--- src/rtl/serial_frame_pkg.sv ---
// Shared types and constants for the four-source serial frame transmitter.
package serial_frame_pkg;

    localparam int unsigned N_REQ  = 4;
    localparam int unsigned PORT_W = 2;
    localparam int unsigned LEN_W  = 4;
    localparam int unsigned DATA_W = 16;
    localparam int unsigned CNT_W  = 4;

    localparam logic IDLE_LVL  = 1'b1;
    localparam logic START_BIT = 1'b0;

    typedef enum logic [2:0] {
        IDLE,
        START,
        PORT,
        LEN,
        DATA,
        STOP
    } state_t;

endpackage

--- src/rtl/serial_frame_tx_if.sv ---
// Request/data bundle and serial line of the frame transmitter.
interface serial_frame_tx_if;
    import serial_frame_pkg::*;

    logic [N_REQ-1:0]        req;
    logic [N_REQ*LEN_W-1:0]  len;
    logic [N_REQ*DATA_W-1:0] data;
    logic                    SerOut;
    logic [N_REQ-1:0]        gnt;
    logic                    busy;
    logic                    Done;

    modport master (output req, len, data, input SerOut, gnt, busy, Done);
    modport slave  (input req, len, data, output SerOut, gnt, busy, Done);
endinterface

--- src/rtl/rr_arbiter4.sv ---
// Combinational 4-way round-robin pick starting at ptr.
module rr_arbiter4
    import serial_frame_pkg::*;
(
    input  logic [N_REQ-1:0]  req,
    input  logic [PORT_W-1:0] ptr,
    output logic              valid,
    output logic [PORT_W-1:0] idx,
    output logic [N_REQ-1:0]  sel
);

    logic [PORT_W-1:0] w_cand;

    // Scan from the farthest offset down so the nearest active source to ptr wins.
    always_comb begin
        valid  = 1'b0;
        idx    = ptr;
        sel    = '0;
        w_cand = ptr;
        for (int k = N_REQ - 1; k >= 0; k--) begin
            w_cand = ptr + PORT_W'(k);
            if (req[w_cand]) begin
                valid = 1'b1;
                idx   = w_cand;
            end
        end
        if (valid) begin
            sel[idx] = 1'b1;
        end
    end

endmodule

--- src/rtl/serial_frame_tx.sv ---
// Round-robin scheduler and serial framer: start, port id, length, data, stop.
module serial_frame_tx
    import serial_frame_pkg::*;
(
    input  logic             clk,
    input  logic             rst,
    input  logic             clkEn,
    serial_frame_tx_if.slave bus
);

    state_t              r_state;
    logic [PORT_W-1:0]   r_ptr;
    logic [PORT_W-1:0]   r_idx;
    logic [LEN_W-1:0]    r_len;
    logic [DATA_W-1:0]   r_data;
    logic [LEN_W-1:0]    r_fld;
    logic [CNT_W-1:0]    r_cnt;
    logic                r_ser;
    logic [N_REQ-1:0]    r_gnt;
    logic                r_busy;
    logic                r_done;

    logic                w_valid;
    logic [PORT_W-1:0]   w_idx;
    logic [N_REQ-1:0]    w_sel;

    rr_arbiter4 u_arb (
        .req   (bus.req),
        .ptr   (r_ptr),
        .valid (w_valid),
        .idx   (w_idx),
        .sel   (w_sel)
    );

    // Frame sequencer; r_fld shifts the header fields MSB first, r_data the payload LSB first.
    always_ff @(posedge clk or posedge rst) begin
        if (rst) begin
            r_state <= IDLE;
            r_ptr   <= '0;
            r_idx   <= '0;
            r_len   <= '0;
            r_data  <= '0;
            r_fld   <= '0;
            r_cnt   <= '0;
            r_ser   <= IDLE_LVL;
            r_gnt   <= '0;
            r_busy  <= 1'b0;
            r_done  <= 1'b0;
        end else begin
            r_gnt  <= '0;
            r_done <= 1'b0;
            if (clkEn) begin
                case (r_state)
                    IDLE: begin
                        r_ser <= IDLE_LVL;
                        if (w_valid) begin
                            r_idx   <= w_idx;
                            r_len   <= bus.len[{w_idx, 2'b00} +: LEN_W];
                            r_data  <= bus.data[{w_idx, 4'b0000} +: DATA_W];
                            r_ptr   <= w_idx + PORT_W'(1);
                            r_gnt   <= w_sel;
                            r_busy  <= 1'b1;
                            r_ser   <= START_BIT;
                            r_state <= START;
                        end
                    end
                    START: begin
                        r_ser   <= r_idx[1];
                        r_fld   <= {r_idx[0], 3'b000};
                        r_cnt   <= CNT_W'(1);
                        r_state <= PORT;
                    end
                    PORT: begin
                        if (r_cnt != '0) begin
                            r_ser <= r_fld[LEN_W-1];
                            r_fld <= {r_fld[LEN_W-2:0], 1'b0};
                            r_cnt <= r_cnt - CNT_W'(1);
                        end else begin
                            r_ser   <= r_len[LEN_W-1];
                            r_fld   <= {r_len[LEN_W-2:0], 1'b0};
                            r_cnt   <= CNT_W'(3);
                            r_state <= LEN;
                        end
                    end
                    LEN: begin
                        if (r_cnt != '0) begin
                            r_ser <= r_fld[LEN_W-1];
                            r_fld <= {r_fld[LEN_W-2:0], 1'b0};
                            r_cnt <= r_cnt - CNT_W'(1);
                        end else if (r_len != '0) begin
                            r_ser   <= r_data[0];
                            r_data  <= {1'b0, r_data[DATA_W-1:1]};
                            r_cnt   <= r_len - CNT_W'(1);
                            r_state <= DATA;
                        end else begin
                            r_ser   <= IDLE_LVL;
                            r_state <= STOP;
                        end
                    end
                    DATA: begin
                        if (r_cnt != '0) begin
                            r_ser  <= r_data[0];
                            r_data <= {1'b0, r_data[DATA_W-1:1]};
                            r_cnt  <= r_cnt - CNT_W'(1);
                        end else begin
                            r_ser   <= IDLE_LVL;
                            r_state <= STOP;
                        end
                    end
                    STOP: begin
                        r_ser   <= IDLE_LVL;
                        r_busy  <= 1'b0;
                        r_done  <= 1'b1;
                        r_state <= IDLE;
                    end
                    default: begin
                        r_ser   <= IDLE_LVL;
                        r_busy  <= 1'b0;
                        r_state <= IDLE;
                    end
                endcase
            end
        end
    end

    assign bus.SerOut = r_ser;
    assign bus.gnt    = r_gnt;
    assign bus.busy   = r_busy;
    assign bus.Done   = r_done;

endmodule

--- src/flat_wrapper.sv ---
// flat-port wrapper written by rule: the top's interface ports become plain ports
module serial_frame_tx_flat import serial_frame_pkg::*;
  (clk, rst, clkEn, bus_req, bus_len, bus_data, bus_SerOut, bus_gnt, bus_busy, bus_Done);
  serial_frame_tx_if bus_i ();
  input  logic clk;
  input  logic rst;
  input  logic clkEn;
  input wire logic [$bits(bus_i.req)-1:0] bus_req;
  input wire logic [$bits(bus_i.len)-1:0] bus_len;
  input wire logic [$bits(bus_i.data)-1:0] bus_data;
  output wire logic [$bits(bus_i.SerOut)-1:0] bus_SerOut;
  output wire logic [$bits(bus_i.gnt)-1:0] bus_gnt;
  output wire logic [$bits(bus_i.busy)-1:0] bus_busy;
  output wire logic [$bits(bus_i.Done)-1:0] bus_Done;
  assign bus_i.req = bus_req;
  assign bus_i.len = bus_len;
  assign bus_i.data = bus_data;
  assign bus_SerOut = bus_i.SerOut;
  assign bus_gnt = bus_i.gnt;
  assign bus_busy = bus_i.busy;
  assign bus_Done = bus_i.Done;
  serial_frame_tx u_core (.clk(clk), .rst(rst), .clkEn(clkEn), .bus(bus_i));
endmodule
--- config.mk ---
export PLATFORM = sky130hd
export DESIGN_NAME = serial_frame_tx_flat
export DESIGN_NICKNAME = d
export VERILOG_FILES = /design/src/rtl/serial_frame_pkg.sv /design/src/rtl/serial_frame_tx_if.sv /design/src/rtl/rr_arbiter4.sv /design/src/rtl/serial_frame_tx.sv /design/src/flat_wrapper.sv
export SDC_FILE = /design/constraint.sdc
export NUM_CORES = 1
export LEC_CHECK = 0
export CAP_MARGIN = 25
export CORE_MARGIN = 3
export CORE_UTILIZATION = 52
export CTS_BUF_LIST = sky130_fd_sc_hd__clkbuf_8
export DETAILED_ROUTE_END_ITERATION = 7
export PLACE_DENSITY = 0.88
export SYNTH_ARGS = -nofsm -noshare
export SYNTH_HDL_FRONTEND = slang
export SYNTH_SLANG_ARGS = --single-unit
--- constraint.sdc ---
create_clock -name clk -period 6.3 [get_ports clk]
set_clock_uncertainty 0.1 [all_clocks]
set_input_delay 1.26 -clock clk [delete_from_list [all_inputs] [get_ports clk]]
set_output_delay 1.26 -clock clk [all_outputs]
set_load 0.03 [all_outputs]
==> results_dict.tcl, run 1 <==
set metrics [dict create \
    total_power_mw 1.59 \
    synth_top_cell_area_share_pct 33.6 \
    most_area_hungry_cell_type_in_the_yosys_netlist "sky130_fd_sc_hd__dfrtp_1" \
    wl_per_cell_um 17.3 \
    cp-end-kind "register" \
    port_buffers 93 \
    share_of_the_synthesized_netlist_area_taken_by_xor_and_xnor_gates_pct 0.883 \
    avgSynthCellArea_sq_um 9.57 \
    rows 26 \
    antenna-diode-count 0 \
    floorplan.die_area_sq_mm 0.00667 \
    cts.sink_count 41 \
    ys_warn_count 0 \
    worst_r2r_startpoint "u_core.r_state[2]" \
    power.leakage_nw 1.63 \
    postRouteWirelength_um 8020 \
    final.hold.worst_slack_ns 0.385 \
    ant_nets 0 \
    launch_point_of_the_critical_path "bus_req[3]" \
    die-width_um 81.7 \
    dpl_worst_slack_ns 2.03 \
    synth-adder-area-share_pct 1.26 \
    final-instance-count-excl-fill 464 \
    synth.yosys.seq_area_share_pct 34.5 \
    post-route-period-util_pct 62.2 \
    synthSimpleGateAreaFrac_pct 22.5 \
    drv_cap 0 \
    cts_root_buf "sky130_fd_sc_hd__clkbuf_8" \
    cts_tree "built" \
    ctsHtreeMaxLevel 2 \
    synth_flop_cell "sky130_fd_sc_hd__dfrtp_1" \
    groute.usage.overall_pct 24.9 \
    class_of_the_most_critical_setup_path "input pin to register" \
    timing.hold.worst.class "register to register" \
    pwr_density_cell_mw_per_mm2 395 \
    largest_driver_fanout_on_the_critical_path 32 \
    start_util_pct 55.8 \
    number_of_cts_inserted_buffers 5 \
    drt-pass1-iter-count 5 \
    setup_total_negative_slack_ns 0 \
    ranking_of_synthesized_cells_by_area "sky130_fd_sc_hd__dfrtp_1, sky130_fd_sc_hd__and2_1, sky130_fd_sc_hd__a221oi_1, sky130_fd_sc_hd__a221oi_2, sky130_fd_sc_hd__o41ai_2" \
    combinational_family_with_the_most_area_after_synthesis "compound AO/OA/AOI/OAI gates" \
    grt_setup_unrepaired "no" \
    design.portCount 94 \
    gp_congestion 0.890 \
    clk_transition_reported_paths_ns 0.07 \
    slew_headroom_pct 36.1 \
    worst-endpoint-required_ns 6.37 \
    post-cts-setup-buffers 0 \
    cts_buffer_depth 2 \
    vias_in_the_first_global_route 2733 \
    synth_compound_gate_area_share_pct 27.8 \
    finalHoldViolCount 0 \
    timing.fmax_mhz 255 \
    post-route-drc-count 0 \
    crit_path_start_kind "input pin" \
    most-common-layout-cells "sky130_fd_sc_hd__clkdlybuf4s50_1, sky130_fd_sc_hd__dfrtp_1, sky130_fd_sc_hd__and2_1" \
    syn-num-nets 401 \
    grt_max_degree 42 \
    die_y_um 81.7 \
    initialDrtViolationCount 153 \
    clock_insertion_delay_worst_skew_ns 0.29 \
    vias 2765 \
    post-dp-hpwl_um 6060 \
    slew_viol_final 0 \
    run_status "finished, final reports clean" \
    cts-hold-fix-buffers 0 \
    postSynthRegisterBits 41 \
    grt_remaining_overflow 0 \
    most_common_cell_after_layout_fill_and_taps_aside "sky130_fd_sc_hd__clkdlybuf4s50_1" \
    syn-instance-count 311 \
    core_sq_mm 0.00534 \
    drive_above_1_share_pct 14.7 \
    vdd.ir_drop.worst_mv 0.262 \
    finalWorstSetupSlack_ns 2.38 \
    yosysUniqueCellTypes 55 \
    period_minus_slack_ns 3.92 \
    worst-slew-pin-transition_ns 0.958 \
    multiplexer_area_fraction_after_synthesis_pct 8.15 \
    crit_arrival_ns 3.98 \
    hp-start "u_core.r_data[2]" \
    detail_route.vias_per_cell 5.96 \
    antenna_found_initial 0 \
    number_of_gates_resized_after_cts 0 \
    place_inst 455 \
    num-fill-cells 393 \
    synthesis.area_sq_mm 0.00298 \
    final_nets 483 \
    async_reset_ff_share_pct 100 \
    setup_viol 0 \
    layout_area_growth_over_synthesis_pct 35.7 \
    synth-edff-count 0 \
    grt_pass1_wl_um 12800 \
]
-- critical path, cell delays in order --
cell,delay [ns]
sky130_fd_sc_hd__clkdlybuf4s50_1,0.58
sky130_fd_sc_hd__nor2b_1,0.10
sky130_fd_sc_hd__o21ai_2,0.75
sky130_fd_sc_hd__nand3_2,0.38
sky130_fd_sc_hd__buf_4,0.37
sky130_fd_sc_hd__a221oi_1,0.42
sky130_fd_sc_hd__o41ai_2,0.12
-- routing by layer --
metal	part of all wire, %	global-route usage (%)	up-vias
met2	52	41.4	97
met1	40	32.8	1320
met4	2.6	8.64	0
met5	0	0	-
met3	5.0	4.50	19
li1	-	-	1329
-- kinds of logic after synthesis --
family / count (synthesis)
flip-flops: 41
multiplexers: 17
XOR/XNOR: 3
AND/OR/NAND/NOR: 125
adder cells (fa/ha/maj): 3
AO/OA/AOI/OAI: 90
buffers and inverters: 32
-- through the flow --
step                cell area, sq um  utilization [%]
floorplan                       2980                -
global placement                3920             73.5
detailed placement              3920             73.5
CTS                             4010             75.2
global route                    4040             75.7
finish                          4040             75.7
-- report_power, final --
| part | total [mW] | internal, mW | switching [mW] |
|---|---|---|---|
| combinational | 0.928 | 0.429 | 0.499 |
| clock | 0.175 | 0.0862 | 0.0888 |
| sequential | 0.491 | 0.376 | 0.114 |
-- worst paths after layout --
check	slack, ns	end	depth (start not counted)
max	2.38	u_core.r_data[2]	7
min	0.39	u_core.r_data[2]	2
max reg2reg	3.39	u_core.r_data[2]	5
min reg2reg	0.39	u_core.r_data[2]	2
max in group asynchronous	4.43	u_core.bus.SerOut	3
min in group asynchronous	1.30	u_core.r_data[1]	3
-- registers in the layout, summed over array words and instances, names as in the netlist --
signal and count:
u_core.bus.Done 1, u_core.bus.SerOut 1, u_core.bus.busy 1, u_core.bus.gnt 4
u_core.r_cnt 4, u_core.r_data 16, u_core.r_fld 3, u_core.r_idx 2
u_core.r_len 4, u_core.r_ptr 2, u_core.r_state 3
-- Yosys cell counts, types with 2 or more instances --
cell type and instances:
sky130_fd_sc_hd__mux2i_1 4, sky130_fd_sc_hd__o21a_1 2, sky130_fd_sc_hd__a221oi_1 19, sky130_fd_sc_hd__nor2b_1 6
sky130_fd_sc_hd__o41ai_2 9, sky130_fd_sc_hd__o41ai_1 6, sky130_fd_sc_hd__xnor2_1 3, sky130_fd_sc_hd__and3b_1 2
sky130_fd_sc_hd__mux4_2 5, sky130_fd_sc_hd__dfrtp_1 40, sky130_fd_sc_hd__o21bai_1 2, sky130_fd_sc_hd__nor2_1 31
sky130_fd_sc_hd__a22o_1 2, sky130_fd_sc_hd__nand3_1 2, sky130_fd_sc_hd__a21oi_1 5, sky130_fd_sc_hd__clkbuf_1 15
sky130_fd_sc_hd__and2_1 34, sky130_fd_sc_hd__a21boi_0 2, sky130_fd_sc_hd__nand2_1 26, sky130_fd_sc_hd__nor3b_1 4
sky130_fd_sc_hd__buf_6 2, sky130_fd_sc_hd__or3b_2 3, sky130_fd_sc_hd__buf_2 6, sky130_fd_sc_hd__nand3_2 2
sky130_fd_sc_hd__o22ai_1 3, sky130_fd_sc_hd__a221oi_2 11, sky130_fd_sc_hd__nor3_1 4, sky130_fd_sc_hd__inv_1 8
sky130_fd_sc_hd__o21ai_0 16, sky130_fd_sc_hd__nor4_1 2, sky130_fd_sc_hd__ha_1 3, sky130_fd_sc_hd__mux2_2 8
sky130_fd_sc_hd__nand2b_1 2
-- layout make-up --
| class | count | area [sq um] | area share, % |
|---|---|---|---|
| clock buffers | 6 | 82.6 | 2.04 |
| clock inverters | 2 | 7.51 | 0.186 |
| inverters | 8 | 30.0 | 0.743 |
| multi-input cells | 238 | 1810 | 44.8 |
| flip-flops and latches | 41 | 1030 | 25.4 |
| well taps | 70 | 87.6 | 2.17 |
| repair buffers | 99 | 996 | 24.7 |
Note: power is estimated with default switching activity, not from simulation.
==> inputs of run 2 (changes only) <==
--- a/config.mk
+++ b/config.mk
@@ -7,10 +7,10 @@
 export LEC_CHECK = 0
 export CAP_MARGIN = 25
 export CORE_MARGIN = 3
-export CORE_UTILIZATION = 52
+export CORE_UTILIZATION = 44
 export CTS_BUF_LIST = sky130_fd_sc_hd__clkbuf_8
 export DETAILED_ROUTE_END_ITERATION = 7
-export PLACE_DENSITY = 0.88
+export PLACE_DENSITY = 0.79
 export SYNTH_ARGS = -nofsm -noshare
 export SYNTH_HDL_FRONTEND = slang
 export SYNTH_SLANG_ARGS = --single-unit
==> constraint.sdc (replaced) <==
create_clock -name clk -period 3.41 [get_ports clk]
set_clock_uncertainty 0.1 [all_clocks]
set_input_delay 0.682 -clock clk [delete_from_list [all_inputs] [get_ports clk]]
set_output_delay 0.682 -clock clk [all_outputs]
set_load 0.03 [all_outputs]
==> run 2 against run 1 <==
Clock power increased by 73%. Worst setup slack got worse by 1.7 ns. Largest power group unchanged. Die area increased by 17%. Critical path type unchanged.
==> results_dict.tcl, run 2 (same netlist as run 1, synthesis figures left out) <==
set metrics [dict create \
    worst-slew-pin-transition_ns 0.613 \
    number_of_gates_resized_after_cts 0 \
    vdd.ir_drop.worst_mv 0.287 \
    drt-pass1-iter-count 4 \
    floorplan.die_area_sq_mm 0.00779 \
    worst_hold_path_ep "u_core.r_data[10]" \
    antenna-diode-count 0 \
    power.leakage_nw 1.63 \
    post-dp-hpwl_um 5990 \
    pwr_density_cell_mw_per_mm2 724 \
    vias 2795 \
    slew_headroom_pct 58.5 \
    crit-reg2reg-capture "u_core.r_data[11]" \
    drv_cap 0 \
    post-route-drc-count 0 \
    min_path_cells 2 \
    clock_insertion_delay_worst_skew_ns 0.29 \
    number_of_cts_inserted_buffers 5 \
    initialDrtViolationCount 144 \
    start_util_pct 46.1 \
    cts-hold-fix-buffers 0 \
    worst-endpoint-required_ns 3.49 \
    antenna_found_initial 0 \
    crit_arrival_ns 2.81 \
    postRouteWirelength_um 7780 \
    detail_route.vias_per_cell 5.88 \
    grt_setup_unrepaired "no" \
    vias_in_the_first_global_route 2733 \
    setup_total_negative_slack_ns 0 \
    cp-end-kind "register" \
    die-width_um 88.3 \
    worst-r2r-cell-count 7 \
    worst_r2r_startpoint "u_core.r_cnt[0]" \
    clk_transition_reported_paths_ns 0.08 \
    layout_area_growth_over_synthesis_pct 36.6 \
    drive_above_1_share_pct 15.6 \
    post-cts-setup-buffers 0 \
    period_minus_slack_ns 2.73 \
    finalHoldViolCount 0 \
    final_nets 487 \
    run_status "finished, final reports clean" \
    cts_buffer_depth 2 \
    design.portCount 94 \
    port_buffers 93 \
    cts.sink_count 41 \
    grt_max_degree 42 \
    timing.fmax_mhz 366 \
    hp-start "u_core.r_data[10]" \
    gp_congestion 0.911 \
    timing.hold.worst.class "register to register" \
    cts_tree "built" \
    ant_nets 0 \
    reg2reg_setup_slack_ns 0.92 \
    utilization_pct 62.9 \
    slew_viol_final 0 \
    die_y_um 88.3 \
    largest_register_ff_count 16 \
    largest_driver_fanout_on_the_critical_path 8 \
    most-common-layout-cells "sky130_fd_sc_hd__clkdlybuf4s50_1, sky130_fd_sc_hd__dfrtp_1, sky130_fd_sc_hd__and2_1" \
    grt_remaining_overflow 0 \
    top_register "u_core.r_data" \
    core_sq_mm 0.00646 \
    groute.usage.overall_pct 20.9 \
    ctsHtreeMaxLevel 2 \
    cts_root_buf "sky130_fd_sc_hd__clkbuf_8" \
    most_common_cell_after_layout_fill_and_taps_aside "sky130_fd_sc_hd__clkdlybuf4s50_1" \
    post-route-period-util_pct 80.1 \
    grt_pass1_wl_um 12900 \
    final.hold.worst_slack_ns 0.381 \
    setup_viol 0 \
    rows 29 \
    crit_path_start_kind "input pin" \
    wl_per_cell_um 16.4 \
    class_of_the_most_critical_setup_path "input pin to register" \
]
## run 2: changes by cell type in the layout (fill, tap and decap cells not counted)
cell | previous run | this run
sky130_fd_sc_hd__buf_4 | 5 | 9
sky130_fd_sc_hd__buf_12 | 0 | 1
sky130_fd_sc_hd__buf_16 | 1 | 0
sky130_fd_sc_hd__clkbuf_8 | 6 | 5
sky130_fd_sc_hd__clkinvlp_4 | 0 | 1
## run 2: cell type report
type,count,area (sq um)
clock inverter,3,15.0
tap,77,96.3
sequential,41,1030
inverter,8,30.0
fill,582,2390
clock buffer,5,68.8
multi-input combinational,238,1810
timing repair buffer,103,1020
## run 2: stage by stage
stage	cell area (sq um)	cells	power (mW)	worst slack (ns)
3_3_place_gp	3970	466	2.58	0.363
4_1_cts	4070	475	2.95	0.692
6_report	4070	475	2.94	0.678
5_1_grt	4070	475	3.20	0.472
3_5_place_dp	3980	467	2.64	0.382
2_1_floorplan	2980	311	2.20	1.15
## run 2: worst max path at each step
| stage | slack (ns) | end | cells past startpoint | from |
|---|---|---|---|---|
| global route | 0.47 | u_core.r_data[14] | 6 | bus_req[2] |
| CTS | 0.69 | u_core.r_len[1] | 6 | bus_req[3] |
| detailed placement | 0.38 | u_core.r_len[1] | 6 | bus_req[3] |
| floorplan | 1.15 | u_core.r_len[0] | 5 | bus_req[3] |
| finish | 0.68 | u_core.r_len[1] | 6 | bus_req[3] |
| global placement | 0.36 | u_core.r_len[3] | 5 | bus_req[3] |
## run 2: worst max-delay path: stages
cell and delay, ns:
sky130_fd_sc_hd__clkdlybuf4s50_1 0.58, sky130_fd_sc_hd__and3b_1 0.22, sky130_fd_sc_hd__or4_4 0.53, sky130_fd_sc_hd__nand2_2 0.20, sky130_fd_sc_hd__mux4_2 0.33, sky130_fd_sc_hd__mux2_2 0.27
## run 2: power by group
part / switching, mW / internal [mW] / leakage (nW) / total [mW]
Sequential: 0.212 / 0.695 / 0.509 / 0.907
Clock: 0.164 / 0.139 / 0.0467 / 0.303
Combinational: 0.930 / 0.804 / 1.08 / 1.73
Total: 1.31 / 1.64 / 1.63 / 2.94
## run 2: layer usage
layer | vias to the layer above | GRT usage, % | share of wire [%]
li1 | 1342 | - | -
met1 | 1327 | 28.1 | 43
met2 | 114 | 34.2 | 48
met3 | 12 | 4.84 | 7.0
met4 | 0 | 5.08 | 1.5
met5 | - | 0 | 0
